===== config.mk =====
export PLATFORM = sky130hd
export DESIGN_NAME = enigma_rotor
export DESIGN_NICKNAME = d
export VERILOG_FILES = /design/src/rtl/enigma_rotor.sv
export SDC_FILE = /design/constraint.sdc
export NUM_CORES = 1
export LEC_CHECK = 0
export ABC_CLOCK_PERIOD_IN_PS = 7800
export CAP_MARGIN = 20
export CELL_PAD_IN_SITES_DETAIL_PLACEMENT = 2
export CELL_PAD_IN_SITES_GLOBAL_PLACEMENT = 2
export CORE_UTILIZATION = 33
export DETAILED_ROUTE_END_ITERATION = 8
export DONT_BUFFER_PORTS = 1
export GPL_TIMING_DRIVEN = 0
export MAX_ROUTING_LAYER = met4
export PLACE_DENSITY_LB_ADDON = 0.1
export SLEW_MARGIN = 25
export SYNTH_ARGS = -nofsm -noshare
export SYNTH_HDL_FRONTEND = slang
export SYNTH_SLANG_ARGS = --single-unit
export TNS_END_PERCENT = 20

===== constraint.sdc =====
create_clock -name clk -period 7.8 [get_ports clk]
set_input_delay 1.56 -clock clk [delete_from_list [all_inputs] [get_ports clk]]
set_output_delay 1.56 -clock clk [all_outputs]
set_load 0.02 [all_outputs]

===== src/rtl/enigma_rotor.sv =====
// One Enigma rotor: a fixed wiring permutation seen through a rotating
// offset, plus the window position / ring setting registers and the notch flag.
module enigma_rotor #(
    parameter logic [26*8-1:0] WIRING = "EKMFLGDQVZNTOWYHXUSPAIBRCJ",
    parameter logic [7:0]      NOTCH  = "Q"
) (
    input  logic        clk,
    input  logic        reset,
    input  logic        load,
    input  logic [4:0]  load_pos,
    input  logic [4:0]  load_ring,
    input  logic        step,
    output logic [4:0]  pos,
    output logic [4:0]  ring,
    output logic        at_notch,
    input  logic [25:0] fwd_in,
    output logic [25:0] fwd_out,
    input  logic [25:0] bwd_in,
    output logic [25:0] bwd_out
);

    localparam logic [4:0] NOTCH_IDX = 5'(NOTCH - 8'd65);

    // Character k of the string sits in the most significant bytes first.
    function automatic logic [4:0] wire_of(input int e);
        logic [7:0] c;
        c = WIRING[8*(25-e) +: 8];
        return 5'(c - 8'd65);
    endfunction

    function automatic logic [4:0] inv_of(input int e);
        logic [4:0] r;
        r = 5'd0;
        for (int k = 0; k < 26; k++) begin
            if (wire_of(k) == 5'(e)) r = 5'(k);
        end
        return r;
    endfunction

    function automatic logic [4:0] wrap26(input logic [4:0] v);
        return (v >= 5'd26) ? v - 5'd26 : v;
    endfunction

    // out[k] = x[(k - s) mod 26]
    function automatic logic [25:0] rotl26(input logic [25:0] x, input logic [4:0] s);
        logic [51:0] y;
        y = {x, x};
        y = y >> (6'd26 - {1'b0, s});
        return y[25:0];
    endfunction

    // out[k] = x[(k + s) mod 26]
    function automatic logic [25:0] rotr26(input logic [25:0] x, input logic [4:0] s);
        logic [51:0] y;
        y = {x, x};
        y = y >> {1'b0, s};
        return y[25:0];
    endfunction

    logic [4:0] pos_reg, pos_next;
    logic [4:0] ring_reg, ring_next;

    always_comb begin
        pos_next  = pos_reg;
        ring_next = ring_reg;
        if (load) begin
            pos_next  = wrap26(load_pos);
            ring_next = wrap26(load_ring);
        end else if (step) begin
            pos_next = (pos_reg == 5'd25) ? 5'd0 : pos_reg + 5'd1;
        end
    end

    always_ff @(posedge clk or posedge reset) begin
        if (reset) begin
            pos_reg  <= 5'd0;
            ring_reg <= 5'd0;
        end else begin
            pos_reg  <= pos_next;
            ring_reg <= ring_next;
        end
    end

    assign pos      = pos_reg;
    assign ring     = ring_reg;
    assign at_notch = (pos_reg == NOTCH_IDX);

    // When pos < ring the 5-bit difference wraps mod 32; adding 26 lands it back in 0..25.
    logic [4:0] offset;
    assign offset = (pos_reg >= ring_reg) ? pos_reg - ring_reg : pos_reg - ring_reg + 5'd26;

    logic [25:0] fwd_rot, fwd_wired, bwd_rot, bwd_wired;

    assign fwd_rot = rotl26(fwd_in, offset);
    assign bwd_rot = rotl26(bwd_in, offset);

    // Fixed wiring written in gather form so every output bit has exactly one source.
    for (genvar gi = 0; gi < 26; gi++) begin : g_wiring
        localparam logic [4:0] W_IDX   = wire_of(gi);
        localparam logic [4:0] INV_IDX = inv_of(gi);
        assign fwd_wired[gi] = fwd_rot[INV_IDX];
        assign bwd_wired[gi] = bwd_rot[W_IDX];
    end

    assign fwd_out = rotr26(fwd_wired, offset);
    assign bwd_out = rotr26(bwd_wired, offset);

endmodule


* Word-level counts from Yosys, hierarchy flattened *
Cells that the tools add are included.

storage, ports and cells
  bits in registers = 10
  input port bits = 66
  output and inout bits = 63
  word-level logic and storage cells = 24

operators by class
  add/sub/neg operators = 6
  $lt $le $gt $ge = 3
  equality and inequality tests = 2
  shift operators = 4
  multiplexer cells = 6
  reduce and logical (&&, ||, !) cells = 1

operator list
  cell                                                               count
  52-bit by 5-bit >> shifter with 26-bit output                      2
  52-bit by 6-bit >> shifter with 26-bit output                      2
  5-bit two-way mux                                                  6
  5-bit equality test, second input constant                         2
  5-bit greater-or-equal comparator, second input constant           2
  5-bit subtractor, second input constant                            2
  5-bit by 5-bit subtractor with 6-bit output, first input constant  1
  5-bit by 1-bit adder with 5-bit output, second input constant      1
  5-bit adder, second input constant                                 1
  5-bit greater-or-equal comparator                                  1
  5-bit subtractor                                                   1
  2-bit nonzero test                                                 1

* Longest topological paths before layout *
  word-level depth = 6
  depth in mapped cells = 25
  gate-level depth less buffers = 20

* Least setup slack after synthesis *
No wires, ideal clock.

  kind = reg-to-output
  from = reg pos_reg[0], in the netlist pos[0]
  to = out fwd_out[14]
  arrival = 6.458 ns
  required time = 6.240 ns
  setup slack = -0.218 ns
  cell stages (with the launch flop) = 26
  path buffers = 11
  cell sequence = dfrtp_1 -> inv_1 -> ha_1 -> buf_2 -> inv_1 -> clkbuf_1 -> clkbuf_1 -> clkbuf_1 -> clkbuf_1 -> clkbuf_1 -> clkbuf_1 -> ha_1 -> buf_2 -> buf_1 -> buf_2 -> clkbuf_1 -> nand2_1 -> a31oi_1 -> o21ai_0 -> o211ai_1 -> o211ai_1 -> a21oi_1 -> o21ai_1 -> o21ai_0 -> o21ai_1 -> a221oi_1

between the ends
  word-level cells in the longest chain between the ends = 6
  elaborated cells on any way between the ends = 7
  classes of those cells = 3 x add/sub; 1 x order compare; 2 x shift; 1 x mux

ends and longest elaborated chain
  item                                             line  RTL
  from (decl)                                      60    logic [4:0] pos_reg, pos_next;
  from (signal assigned)                           79    pos_reg <= pos_next;
  5-bit subtractor                                 90    assign offset = (pos_reg >= ring_reg) ? pos_reg - ring_reg : pos_reg - ring_reg + 5'd26;
  5-bit adder                                      90
  5-bit two-way mux *                              90
  5-bit by 5-bit subtractor with 6-bit output      48    y = y >> (6'd26 - {1'b0, s});
  52-bit by 6-bit >> shifter with 26-bit output    48
  52-bit by 5-bit >> shifter with 26-bit output *  56    y = y >> {1'b0, s};
  to (decl)                                        17    output logic [25:0] fwd_out,

Mark *: on every way between the ends. The rest lies on a longest branch, timed or not.

* Final worst setup path *
  from = reg pos_reg[0], in the netlist pos[0]
  to = out bwd_out[16]

between the ends
  word-level cells in the longest chain between the ends = 6
  elaborated cells on any way between the ends = 7
  classes of those cells = 3 x add/sub; 1 x order compare; 2 x shift; 1 x mux

ends and longest elaborated chain
  item                                             line  RTL
  5-bit subtractor                                 90
  5-bit adder                                      90
  5-bit two-way mux *                              90
  5-bit by 5-bit subtractor with 6-bit output      48
  52-bit by 6-bit >> shifter with 26-bit output    48
  52-bit by 5-bit >> shifter with 26-bit output *  56
  to (decl)                                        19    output logic [25:0] bwd_out

Marked as above.

==> results.toml <==
[detailed_routing]
wirelength_um = 70900
ant_nets = 0
wire_per_inst_um = 36.6
vias = 15200
drc = 0
drtIter0Drc = 1668
drt-pass1-iter-count = 6
vias_per_cell = 7.88

[logic_synthesis]
async_reset_ff_frac = 1.00
synth.avg_cell_area_sq_um = 6.49
ys.flop_type = "dfrtp_1"
synthesis.nets = 1574
synth_edf_count = 0
synthCells = 1494
yosysUniqueCellTypes = 88
yosysSeqAreaShare = 0.0258
yosys_register_bits = 10
ys_warn_count = 0
syn_area_sq_um = 9700

[worst_setup_path]
cpPeakStageDelay_ns = 0.49
endpoint_kind = "primary output"
crit_type = "reg2out"
crit_path_start_kind = "register"
worstPathArrival_ns = 6.18
required_ns = 6.24
worstPathBufferInverterCount = 13
crit_family = "buffers and inverters"
slowest_stage = "dfrtp_2"
crit_fanout = 10
critPathMostFrequentCell = "clkbuf_8"

[placed_design]
routabilityCongestion = 1.00
placement.cell_area_sq_um = 10200
io_buffers = 0
hpwlAfterDp_um = 54900
pre_cts_ws_ns = -3.19

[sta]
finalMaxSlewViolations = 0
max_freq_mhz = 129
worstMarginPinSlew_ns = 1.14
min_period_ns = 7.74
setup_slack_ns = 0.0647
final.setup.tns_ns = 0
max-slew-margin-rel = 0.233
setup_viol = 0
clock_skew_ns = 0.00467
rsz0062_at_grt = "yes"
hold_violations = 0
fin_crit_sh = 0.992

[clocking]
cts_tree = "yes"
cts_num_sinks = 10
htree_levels = 1
clk_pin_slew_worst_paths_ns = 0.04
cts_root_buf = "clkbuf_16"
numCtsBuffers = 3
clk_path_buf_depth = 2
clkLatencyLatePin_ns = 0.24

[die]
rows = 62
die_area_sq_um = 30100
initial_core_util = 0.337
die_x_um = 173
core_area_sq_um = 28800
die_h_um = 173
ios = 129

[finish]
diodes = 0
multi_input_comb_area_sq_um = 10400
n_fill_cell = 3356
syn2layout_area_growth_pct = 28.3
nets = 1632
ff_latch_area_sq_um = 253
finalInstanceArea_sq_um = 12400
drive_gt1_frac = 0.284

[global_route]
grt_pass1_vias = 15300
grt_use_total = 0.457
grt_max_degree = 11
antenna_found_initial = 0
grt_pass1_wl_um = 102000
overflow = 0

[job]
drv_cap = 0

[min_path]
hold_class = "reg2reg"

[run_status]
status = "finished clean"
placed cells by master (no fill, tap or decap), drive strengths merged, types with 7 or more instances in the layout:
| cell | count |
|---|---|
| mux2i | 66 |
| a211oi | 26 |
| a31oi | 25 |
| o21ai | 151 |
| nand2 | 137 |
| a21oi | 94 |
| o211ai | 95 |
| o32ai | 7 |
| o22ai | 35 |
| mux4 | 27 |
| nand3 | 208 |
| ha | 13 |
| dfrtp | 10 |
| nor3 | 51 |
| inv | 22 |
| a22oi | 22 |
| nor2 | 106 |
| o31ai | 13 |
| a221oi | 16 |
| nand4 | 37 |
| o2111ai | 15 |
| o221ai | 40 |
| mux2 | 23 |
| buf | 98 |
| a32oi | 13 |
| clkbuf | 94 |
kinds of logic (layout without fill, tap and decap cells):
| kind of cell | count (synthesis) | in the layout | synth area share |
|---|---|---|---|
| xor gates and xnor gates | 7 | 7 | 0.00787 |
| adders and majority gates | 14 | 14 | 0.0188 |
| DFF | 10 | 10 | 0.0258 |
| buffers and inverters | 157 | 214 | 0.0663 |
| AOI/OAI and AO/OA | 610 | 610 | 0.437 |
| and+or+nand+nor | 580 | 580 | 0.286 |
| muxes | 116 | 116 | 0.158 |
layer usage:
metal,vias up,track usage,part of all wire,wire [um]
met3,288,0.0684,0.099,6990
met4,0,0.211,0.058,4090
li1,6127,-,-,-
met1,7718,0.576,0.39,27400
met2,1112,0.717,0.46,32300
met5,-,-,0,0
metrics by stage:
stage,hold WS (ns),instances,utilization
floorplan,0.634,1494,-
global placement,0.667,1878,0.354
detailed placement,0.696,1878,0.354
CTS,0.673,1916,0.409
global route,0.710,1935,0.432
finish,0.663,1935,0.432
cell type report:
cell class | count | area share
Timing Repair Buffer | 54 | 0.0339
Tap cell | 384 | 0.0386
Clock buffer | 4 | 0.00714
Inverter | 22 | 0.00664
Multi-Input combinational cell | 1327 | 0.832
Buffer | 134 | 0.0612
Sequential cell | 10 | 0.0203
worst paths after layout:
| path | startpoint | end | slack (ns) | cells after the start |
|---|---|---|---|---|
| max | pos[0]$_DFFE_PP0P_ | bwd_out[16] | 0.06 | 25 |
| min | pos[0]$_DFFE_PP0P_ | pos[0]$_DFFE_PP0P_ | 0.66 | 1 |
| max reg2reg | pos[1]$_DFFE_PP0P_ | pos[4]$_DFFE_PP0P_ | 6.03 | 5 |
| min reg2reg | pos[0]$_DFFE_PP0P_ | pos[0]$_DFFE_PP0P_ | 0.66 | 1 |
| max in group asynchronous | reset | pos[2]$_DFFE_PP0P_ | 6.27 | 1 |
| min in group asynchronous | reset | ring[1]$_DFFE_PP0P_ | 1.20 | 1 |
synth_stat cells (16+ instances only):
library cell,instances,share of area
a211oi_1,19,0.015
a21oi_1,92,0.047
a22oi_1,21,0.016
a31oi_1,25,0.016
buf_1,16,0.0062
buf_2,31,0.016
clkbuf_1,84,0.033
inv_1,21,0.0081
mux2_2,22,0.026
mux2i_1,66,0.068
mux4_2,27,0.063
nand2_1,137,0.053
nand3_1,203,0.10
nand4_1,37,0.024
nor2_1,104,0.040
nor3_1,48,0.025
o211ai_1,92,0.071
o21ai_0,113,0.058
o21ai_1,35,0.018
o221ai_1,37,0.033
o22ai_1,35,0.023
what timing repair did:
item | 4_1_cts | 5_1_grt
resized for setup | 271 | 128
cloned | 0 | 0
setup endpoints to repair | 52 | 52
hold buffers | 0 | 0
setup buffers | 35 | 19
pin swaps | 39 | 40
Power is not shown: default switching activity piles up to over one toggle a cycle in this logic, so the estimate is an artifact.
